## src/rtl/seq_pkg.sv

```systemverilog
// Shared definitions for the seqq front-end: controller states, default geometry
// shared with the core, and index/counter width helpers.
package seq_pkg;

    localparam int N_DEF   = 4;
    localparam int B_DEF   = 4;
    localparam int M_DEF   = 4;
    localparam int LAT_DEF = 5;

    typedef enum logic [1:0] {
        ST_LOAD   = 2'd0,
        ST_RUN    = 2'd1,
        ST_RESULT = 2'd2
    } state_e;

    // A single-slot vector still needs a 1-bit index.
    function automatic int min1_clog2(input int v);
        return (v <= 1) ? 1 : $clog2(v);
    endfunction

    localparam int IDX_W = min1_clog2(N_DEF);
    localparam int CNT_W = $clog2(LAT_DEF + 1);

endpackage

```

## src/rtl/seq_cnt.sv

```systemverilog
// Wrapping up-counter with synchronous clear and a terminal-value flag.
module seq_cnt #(
    parameter int W    = 2,
    parameter int LAST = 3
) (
    input  logic         clk,
    input  logic         rst,
    input  logic         clr_i,
    input  logic         en_i,
    output logic [W-1:0] cnt_o,
    output logic         last_o
);

    localparam logic [W-1:0] LAST_V = W'(LAST);

    logic [W-1:0] cnt_q;
    logic [W-1:0] cnt_d;

    always_comb begin
        cnt_d = cnt_q;
        if (clr_i) begin
            cnt_d = '0;
        end else if (en_i) begin
            if (cnt_q == LAST_V) begin
                cnt_d = '0;
            end else begin
                cnt_d = cnt_q + W'(1);
            end
        end else begin
            cnt_d = cnt_q;
        end
    end

    always_ff @(posedge clk or posedge rst) begin
        if (rst) begin
            cnt_q <= '0;
        end else begin
            cnt_q <= cnt_d;
        end
    end

    assign cnt_o  = cnt_q;
    assign last_o = (cnt_q == LAST_V);

endmodule

```

## src/rtl/seq_feeder.sv

```systemverilog
// Front-end for the seqq core: packs feature beats into the core data bus,
// runs the core for LAT edges, then holds its result on a valid/ready port.
module seq_feeder
    import seq_pkg::*;
#(
    parameter int N   = N_DEF,
    parameter int B   = B_DEF,
    parameter int M   = M_DEF,
    parameter int LAT = LAT_DEF
) (
    input  logic           clk,
    input  logic           rst,
    input  logic           in_valid,
    output logic           in_ready,
    input  logic [B-1:0]   in_feat,
    output logic [N*B-1:0] data,
    output logic           core_rst,
    input  logic [M-1:0]   core_out,
    output logic           res_valid,
    input  logic           res_ready,
    output logic [M-1:0]   res
);

    localparam int F_IDX_W = min1_clog2(N);
    localparam int F_CNT_W = $clog2(LAT + 1);

    state_e             state_q, state_d;
    logic [N*B-1:0]     data_q, data_d;
    logic [M-1:0]       res_q, res_d;
    logic [F_IDX_W-1:0] idx_s;
    logic [F_CNT_W-1:0] run_cnt_s;
    logic               idx_last_s;
    logic               run_last_s;
    logic               beat_s;

    assign beat_s = (state_q == ST_LOAD) && in_valid;

    seq_cnt #(.W(F_IDX_W), .LAST(N - 1)) u_idx (
        .clk    (clk),
        .rst    (rst),
        .clr_i  (1'b0),
        .en_i   (beat_s),
        .cnt_o  (idx_s),
        .last_o (idx_last_s)
    );

    // The run counter sits at zero outside RUN, so its terminal flag marks the LAT-th edge.
    seq_cnt #(.W(F_CNT_W), .LAST(LAT - 1)) u_run (
        .clk    (clk),
        .rst    (rst),
        .clr_i  (state_q != ST_RUN),
        .en_i   (state_q == ST_RUN),
        .cnt_o  (run_cnt_s),
        .last_o (run_last_s)
    );

    always_ff @(posedge clk or posedge rst) begin
        if (rst) begin
            state_q <= ST_LOAD;
            data_q  <= '0;
            res_q   <= '0;
        end else begin
            state_q <= state_d;
            data_q  <= data_d;
            res_q   <= res_d;
        end
    end

    always_comb begin
        state_d = state_q;
        case (state_q)
            ST_LOAD: begin
                if (beat_s && idx_last_s) state_d = ST_RUN;
                else                      state_d = ST_LOAD;
            end
            ST_RUN: begin
                if (run_last_s) state_d = ST_RESULT;
                else            state_d = ST_RUN;
            end
            ST_RESULT: begin
                if (res_ready) state_d = ST_LOAD;
                else           state_d = ST_RESULT;
            end
            default: state_d = ST_LOAD;
        endcase
    end

    always_comb begin
        data_d = data_q;
        res_d  = res_q;
        for (int k = 0; k < N; k++) begin
            if (beat_s && (idx_s == F_IDX_W'(k))) begin
                data_d[k*B +: B] = in_feat;
            end else begin
                data_d[k*B +: B] = data_q[k*B +: B];
            end
        end
        if ((state_q == ST_RUN) && run_last_s) begin
            res_d = core_out;
        end else begin
            res_d = res_q;
        end
    end

    always_comb begin
        in_ready  = 1'b0;
        core_rst  = 1'b1;
        res_valid = 1'b0;
        case (state_q)
            ST_LOAD:   in_ready  = 1'b1;
            ST_RUN:    core_rst  = 1'b0;
            ST_RESULT: res_valid = 1'b1;
            default: begin
                in_ready  = 1'b0;
                core_rst  = 1'b1;
                res_valid = 1'b0;
            end
        endcase
    end

    assign data = data_q;
    assign res  = res_q;

endmodule
```

## config.mk

```make
export PLATFORM = sky130hd
export DESIGN_NAME = seq_feeder
export DESIGN_NICKNAME = d
export VERILOG_FILES = /design/src/rtl/seq_pkg.sv /design/src/rtl/seq_cnt.sv /design/src/rtl/seq_feeder.sv
export SDC_FILE = /design/constraint.sdc
export NUM_CORES = 1
export LEC_CHECK = 0
export CAP_MARGIN = 20
export CORE_AREA = 5 5 62 64
export CTS_BUF_LIST = sky130_fd_sc_hd__clkbuf_16
export DETAILED_ROUTE_END_ITERATION = 8
export DIE_AREA = 0 0 67 69
export PLACE_DENSITY = 0.71
export SETUP_SLACK_MARGIN = 0.05
export SLEW_MARGIN = 15
export SYNTH_ARGS = -nofsm -noshare
export SYNTH_HDL_FRONTEND = slang
export SYNTH_SLANG_ARGS = --single-unit
export TNS_END_PERCENT = 30
```

## constraint.sdc

```tcl
create_clock -name clk -period 1.69 [get_ports clk]
set_clock_uncertainty 0.2 [all_clocks]
set_input_delay 0.2535 -clock clk [delete_from_list [all_inputs] [get_ports clk]]
set_output_delay 0.2535 -clock clk [all_outputs]
set_load 0.005 [all_outputs]
```

==> results of run 1 <==
==> flip-flops by register name (all words and copies together), names as in the netlist <==
name / flops
state_q: 2
res: 4
data: 16
u_idx.cnt_o: 2
u_run.cnt_o: 3
==> synthesized netlist by cell type <==
library cell	instances	area, µm²
o21ai_0	1	5.000
nand3b_1	1	7.510
or2b_1	1	7.510
nand4b_1	1	8.760
a21bo_2	1	10.01
and4bb_1	1	12.51
nor2_1	2	7.510
buf_6	2	22.52
a211oi_1	2	15.01
or3b_2	1	8.760
nor4bb_4	3	75.07
nor3b_1	1	7.510
ha_1	6	75.07
nand2b_1	2	12.51
a21oi_1	2	10.01
dfrtp_1	27	675.7
mux2_2	22	247.7
inv_1	7	26.28
==> stage by stage <==
stage | hold slack (ns) | setup slack [ns]
finish | 0.1586 | 0.03662
global route | 0.2008 | -0.01694
detailed placement | 0.2633 | -0.2976
global placement | 0.2447 | -0.3061
CTS | 0.1685 | -0.003272
floorplan | 0.1062 | 0.1253
==> worst paths after layout <==
path | from | endpoint | slack, ns
min in group clk | u_run.cnt_o[0] | u_run.cnt_o[0] | 0.27
setup / recovery | state_q[0] | data[11] | 0.04
setup reg to reg | state_q[0] | data[11] | 0.04
max in group asynchronous | rst | state_q[0] | 0.85
hold / removal | rst | data[5] | 0.16
hold reg to reg | u_run.cnt_o[0] | u_run.cnt_o[0] | 0.27
==> per-layer routing <==
| metal | track usage | vias to the layer above | wire length (µm) |
|---|---|---|---|
| li1 | - | 391 | - |
| met1 | 0.1589 | 411 | 1262 |
| met2 | 0.2140 | 9 | 1507 |
| met3 | 0.02760 | 4 | 71 |
| met4 | 0.04730 | 0 | 25 |
| met5 | 0 | - | 0 |
==> what timing repair did <==
| item | in CTS | in global routing |
|---|---|---|
| pin swaps | 3 | 3 |
| hold buffers | 0 | 0 |
| endpoints found under the setup margin | 18 | 25 |
| buffers inserted | 2 | 7 |
| cloned | 0 | 1 |
| gates resized for setup | 13 | 21 |
==> layout make-up <==
cell class	instances	area, µm²	share of cell area
well taps	46	57.56	0.02973
clock buffers	3	75.07	0.03878
clock inverters	1	5.005	0.002586
flip-flops and latches	27	679.4	0.3510
repair buffers	49	495.5	0.2560
inverters	7	26.28	0.01357
multi-input cells	47	596.8	0.3083
==> report_power, final <==
part           total (mW)  switching (mW)  internal, mW
logic                1.78           0.550          1.23
clock network       0.541           0.221         0.319
registers            1.18           0.218         0.965
==> kinds of logic after synthesis <==
kind of cell,share of synthesized area
compound gates,0.03241
simple gates,0.1196
mux,0.2006
fa+ha+maj,0.06079
flops,0.5471
buf+inv,0.03952
==> critical path, cell delays in order, from the launching register on <==
cell,delay [ns]
dfrtp_2,0.45
buf_12,0.15
nor4bb_4,0.26
buf_4,0.18
mux2_4,0.30
==> metrics, run 1 <==
DR WL/cell=approximately 16 µm; setup_tns=0 ns; post-synthesis average cell area=approximately 15 µm²; post-route insts no fill=180; share of layout cells above drive strength 1=0.4179; Syn Inst Count=between 80 and 90; Lkg Pwr=between 0.8 and 0.9 nW; clk slew on worst S/H paths=about 0.070 ns; Worst Path Arrival=between 1.5 and 2 ns; Syn Nets=around 100; post-route cell area=0.001936 mm²; register area share after synthesis=0.5471; Initial Util=0.3821; placed cell areas=0.001660 mm²; WL final=2.866 mm; H-tree lvl count=1; RSZ-0062 raised after global routing=true; Slew Viols, Final=0; grt total ovfl=0; ANT nets after route=0; CTS tree=yes; Worst R2R Path Depth=4; post-layout min period=1.653 ns; # IOs=35; Yosys cell types=18; Final setup viols=0; # diodes=0; CTS Sinks=27; Yosys reg bits=27; Die H=between 60 and 70 µm; CP endpoint kind=flop; Tcrit/Tclk final=0.9783; dpl cells=~170; Rows=21; outcome=finished, final reports clean; commonest non-fill, non-tap cell in the layout=clkdlybuf4s50_1; post-layout util=0.5989; Max-slew headroom=0.7641; GRT Util Overall=0.1283; Design Power=about 3.5 mW; Placer Congestion=0.6805; Fin. Hold Viols=0; Max Fclk=approximately 600 MHz; DRC viols=0; critical path class=flop to flop; P&R area growth vs syn=56.74%; first-pass GRT wire length=around 4.6 mm; Pwr per Cell Area=~1800 mW/mm²; crit-path max FO=5; TritonRoute pass-1 iters=2; die area=between 0.004 and 0.005 mm²; Num CTS Buffers=3; Post-Syn Area=0.001235 mm²; Vias/cell=about 4.5; startpoint types=flop; antenna violations before repair=0; HPWL Detailed=~2 mm; number of global-route vias before repair=a little over 900; Vias=slightly above 800; Min-Delay Path Class=input pin to async pin; Root Buffer=clkbuf_16; Final #Nets=153; Port Buf Inserts=34; Max VDD drop=~800 µV; floorplan core area=~0.0032 mm²; initial drt markers=10; Ys Warns=0; Filler cells=roughly 250; # Max-Cap Violations=0; Die X=67 µm; most frequent cells in the layout=clkdlybuf4s50_1 (30), dfrtp_1 (24), mux2_4 (13); largest net degree at the start of global routing=28; Critical Path RT=1.64 ns; CTS Buffer Depth=2; Clk Latency, worst-skew pair=~0.26 ns; Worst Tran Pin Value=roughly 0.35 ns
(Power assumes the default switching activity.)
==> run 2, diff against run 1 <==
==> constraint.sdc (replaced) <==
create_clock -name clk -period 1.69 [get_ports clk]
set_clock_uncertainty 0.2 [all_clocks]
set_input_delay 0.169 -clock clk [delete_from_list [all_inputs] [get_ports clk]]
set_output_delay 0.169 -clock clk [all_outputs]
set_load 0.005 [all_outputs]
==> metrics, run 2 (synthesis results as in run 1) <==
Fin. Hold Viols=0 (unchanged); Initial Util=0.3821 (unchanged); crit path to=data[1]; Num CTS Buffers=3 (unchanged); # IOs=35 (unchanged); H-tree lvl count=1 (unchanged); antenna violations before repair=0 (unchanged); GRT met3 Usage=0.02273 (-0.004870); Rows=21 (unchanged); number of global-route vias before repair=893 (-2.0%); Die X=67 µm (unchanged); commonest non-fill, non-tap cell in the layout=clkdlybuf4s50_1; P&R area growth vs syn=49.85%; Min-Delay Path Class=input pin to async pin; clk slew on worst S/H paths=0.07 ns (about the same); Final WS setup=-0.02146 ns (-0.05808 ns); post-layout min period=1.711 ns (+0.05808 ns); Root Buffer=clkbuf_16; HPWL Detailed=1.915 mm (-5.6%); die area=0.004623 mm² (unchanged); Max-slew headroom=0.7683 (+0.004201); Vias/cell=4.523 (-0.11%); Worst Path Arrival=1.66 ns (+0.06 ns); CTS Sinks=27 (unchanged); Port Buf Inserts=34 (unchanged); outcome=finished with violations; setup_tns=-0.1489 ns (-0.1489 ns); placed cell areas=0.001673 mm² (+0.75%); CP endpoint kind=flop; Pwr per Cell Area=1741 mW/mm² (-3.9%); # diodes=0 (unchanged); Critical Path RT=1.64 ns (about the same); r2r setup slk=-0.02 ns (-0.06 ns); # hold bufs at CTS=0 (unchanged); first-pass GRT wire length=4.381 mm (-4.5%); Clk Latency, worst-skew pair=0.26 ns (about the same); floorplan core area=0.003232 mm² (unchanged); gr busiest metal=met2; DRC viols=0 (unchanged); failing checks=negative setup slack; Vias=796 (-2.3%); Placer Congestion=0.6878 (+1.1%); Tcrit/Tclk final=1.013 (+0.03436); grt total ovfl=0 (unchanged); grt met1 use=0.1449 (-0.01400); Worst Tran Pin Value=0.3475 ns (-0.005538 ns); critical path class=flop to flop; ANT nets after route=0 (unchanged); Final #Nets=149 (-2.6%); Slew Viols, Final=0 (unchanged); startpoint types=flop; CTS tree=yes; reg2reg start=state_q[1]; Max Fclk=584.3 MHz (-3.4%); Worst R2R Path Depth=5 (+1); Min Hold Slack=0.07606 ns (-0.08256 ns); CTS Buffer Depth=2 (unchanged); global routing usage on met2=0.2140 (unchanged); TritonRoute pass-1 iters=3 (+1); initial drt markers=2 (-8); share of layout cells above drive strength 1=0.3769 (-0.04099); RSZ-0062 raised after global routing=true; crit-path max FO=6 (+1); crit path launch=state_q[1]; Max VDD drop=950.6 µV (+19%); DR WL/cell=14.75 µm (-7.4%); largest net degree at the start of global routing=28 (unchanged); Final setup viols=12 (+12); GRT Util Overall=0.1218 (-0.006491); WL final=2.596 mm (-9.4%); most frequent cells in the layout=clkdlybuf4s50_1 (31), dfrtp_1 (27), mux2_4 (13); max reg flops=16 (unchanged); Die H=69 µm (unchanged); Lkg Pwr=0.8203 nW (-3.7%); # Max-Cap Violations=0 (unchanged); post-route cell area=0.001851 mm² (-4.4%); Crit Reg-Reg Endpoint=data[1]
==> run 2: cell types whose count changed in the layout (fill, tap and decap cells not counted), moves of 2 or more <==
| cell | change |
|---|---|
| dlygate4sd2_1 | -2 |
| dfrtp_2 | -3 |
| ha_4 | -3 |
| ha_1 | +2 |
| buf_4 | -3 |
| dfrtp_1 | +3 |
==> run 2: worst min-delay path by stage <==
stage	from	endpoint	slack, ns
final	rst	data[5]	0.08
after global routing	rst	data[5]	0.17
after CTS	rst	data[5]	0.09
after detailed placement	u_run.cnt_o[0]	u_run.cnt_o[0]	0.26
after global placement	u_run.cnt_o[0]	u_run.cnt_o[0]	0.25
after floorplan	rst	data[0]	0.02
==> run 2: area by class of cell <==
cell class | instances | area, µm²
flip-flops and latches | 27 | 675.6
well taps | 46 | 57.56
multi-input cells | 47 | 574.3
clock inverters | 1 | 5.005
inverters | 7 | 26.28
fillers | 266 | 1381
repair buffers | 45 | 436.7
clock buffers | 3 | 75.07
==> run 2: what timing repair did <==
action / CTS / global route
hold endpoints to repair: 0 / 0
setup buffers: 3 / 4
cloned: 0 / 0
pin swaps: 4 / 4
gates resized for setup: 10 / 19
endpoints found under the setup margin: 22 / 24
==> run 2: report_power, final <==
part | internal (mW) | switching [mW]
Combinational | 1.06 | 0.485
Clock | 0.319 | 0.211
Sequential | 0.957 | 0.194
==> run 2: through the flow <==
step | setup slack (ns) | util | power [mW] | std cells
final | -0.02146 | 0.5726 | 3.221 | 176
after global placement | -0.1823 | 0.5176 | 2.509 | 166
after detailed placement | -0.2202 | 0.5176 | 2.572 | 166
after CTS | -0.07114 | 0.5559 | 3.173 | 173
after floorplan | 0.1253 | - | 1.790 | 83
after global routing | -0.08160 | 0.5726 | 3.420 | 176
==> run 2: critical path: stages, from the launching register on <==
cell,delay (ns)
dfrtp_1,0.39
buf_6,0.13
buf_12,0.13
nor4bb_4,0.27
buf_4,0.19
mux2_4,0.30
==> run 2: per-layer routing <==
layer | vias to the layer above | wire length (µm)
met4 | 0 | 16
met3 | 2 | 65
li1 | 382 | -
met5 | - | 0
met1 | 405 | 1097
met2 | 7 | 1417
==> RTL change, RTL diff (settings of run 1) <==
Encoding of `state_e`: now one-hot (3 bits for 3 states).
--- a/src/rtl/seq_pkg.sv
+++ b/src/rtl/seq_pkg.sv
@@ -7,10 +7,10 @@
     localparam int M_DEF   = 4;
     localparam int LAT_DEF = 5;
 
-    typedef enum logic [1:0] {
-        ST_LOAD   = 2'd0,
-        ST_RUN    = 2'd1,
-        ST_RESULT = 2'd2
+    typedef enum logic [2:0] {
+        ST_LOAD   = 3'b001,
+        ST_RUN    = 3'b010,
+        ST_RESULT = 3'b100
     } state_e;
 
     // A single-slot vector still needs a 1-bit index.
Formal check against the unedited RTL: same outputs for any inputs over 10 cycles, from zero or initial values and one cycle with rst high; not proved beyond that.
==> RTL change against run 1 <==
- the flow now finishes with violations (setup timing)
- sequential cell count up 1
- design area down 1.0%
- sequential power shrank 8%
- routed wire length decreased by 4.6%
- area after synthesis is 2.9% higher
- worst setup slack worse by 0.038 ns
- total power down 10%
==> RTL change: results (changes against run 1) <==
Net total in the final layout: 154 (+0.65%)
Critical path's top delay family: flip-flops
Placed Cells: 170 (+2.4%)
Max clock buf depth: 2 (unchanged)
Wire per inst: 15.1 um (-5.2%)
Clock transition at path regs: 0.07 ns (about the same)
Multi-input combinational cell area: 591 um^2 (-1.0%)
Worst r2r path cells: 6 (+2)
Wl on met1: 1080 um (-14%)
Gate power share: 43.5% (-7.3 points)
Share of cells above drive strength 1: 37.8% (-4.0 points)
Met1 Usage GRT: 15.1% (-0.83 points)
R2r endpoint: res[0]$_DFFE_PP0P_
Mapped Nets: 104 (+3.0%)
DR pass1 iterations: 4 (+2)
# setup viols final: 2 (+2)
Largest net degree at the start of global routing: 29 (+3.6%)
GPL Wtd Cong: 0.701 (+3.1%)
Violated checks: setup timing
Crit path DAT: 1.64 ns (+0.04 ns)
Met2 global-route usage: 22.3% (+0.87 points)
Port Buffers: 34 (unchanged)
TNS Setup: -0.00155 ns (-0.00155 ns)
Seq pwr share: 34.5% (+0.8 points)
Most common library cells after synthesis: 27 x dfrtp_1, 16 x mux2_4, 6 x ha_1, 6 x inv_1, 5 x nand2_1
Non-filler cells in the finished layout: 181 (+0.56%)
Initial antenna violation count: 0 (unchanged)
Post-placement cell area: 1710 um^2 (+3.1%)
Post_cts resized: 20 (+7)
Yosys cell types: 21 (+3)
Top Metal Used: met4
Num CTS Buffers: 3 (unchanged)
Status: finished, violations left
First-pass GRT wire length: 4630 um (+0.89%)
Post-Syn Instances: 86 (+3.6%)
Seq power: 1090 uW (-8%)
Peak supply drop: 0.465 mV (-42%)
Worst hold slack: 0.168 ns (+0.00945 ns)
WL met2: 1480 um (-1.5%)
Sw frac: 27.0% (-1.2 points)
Post-CTS Setup Inserts: 5 (+3)
CTS root buf: clkbuf_16
Seq/Total Area, Yosys: 55.2% (+0.51 points)
Pre-CTS WS: -0.165 ns (+0.133 ns)
Detailed Place HPWL: 1930 um (-5.0%)
Slew @ Worst Pin: 0.353 ns (-0.000343 ns)
Number of global-route vias before repair: 968 (+6.3%)
Initial drt markers: 36 (+26)
Worst path max stage delay: 0.38 ns (-0.07 ns)
Worst setup margin: -0.00116 ns (-0.0378 ns)
Slowest cell on crit path: dfstp_2
Skew-Pair Late Insertion Delay: 0.26 ns (about the same)
Synth area leaders: dfrtp_1 53%, mux2_4 19%, ha_1 5.9%
All-layer global routing usage: 13.1% (+0.26 points)
Leakage: 0.000904 uW (+6.1%)
Crit path launch: state_q[0]$_DFF_PP1_
Grt met3 use: 3.08% (+0.32 points)
Via count: 831 (+2.0%)
FILL cells: 283 (+12%)
Met3 wire length: 113 um (+59%)
-- RTL change: changes by cell type in the layout (fill, tap and decap cells not counted), sizes merged, moves of 2 or more --
cell	run 1	this run
a211oi	2	0
a21oi	2	0
dlygate4sd2	2	0
mux2	22	20
nand2	0	9
nand2b	2	0
nor2	2	4
nor3b	1	3
nor4bb	3	0
-- RTL change: cell families (layout without fill, tap and decap cells) --
| group | count (synthesis) | count (layout) | share of synthesized area (%) |
|---|---|---|---|
| DFF | 28 | 28 | 55.2 |
| and+or+nand+nor | 21 | 21 | 12.0 |
| muxes | 20 | 20 | 22.4 |
| buffers and inverters | 7 | 56 | 2.36 |
| adders and majority gates | 6 | 6 | 5.91 |
| AOI/OAI and AO/OA | 3 | 3 | 1.38 |
| xor gates and xnor gates | 1 | 1 | 0.689 |
-- RTL change: final cells by class --
class	instances	share of cell area, %
clock buffer	3	3.92
multi-input combinational	51	30.8
timing repair buffer	46	22.7
sequential	28	36.8
tap	46	3.00
inverter	6	1.18
clock inverter	1	1.57
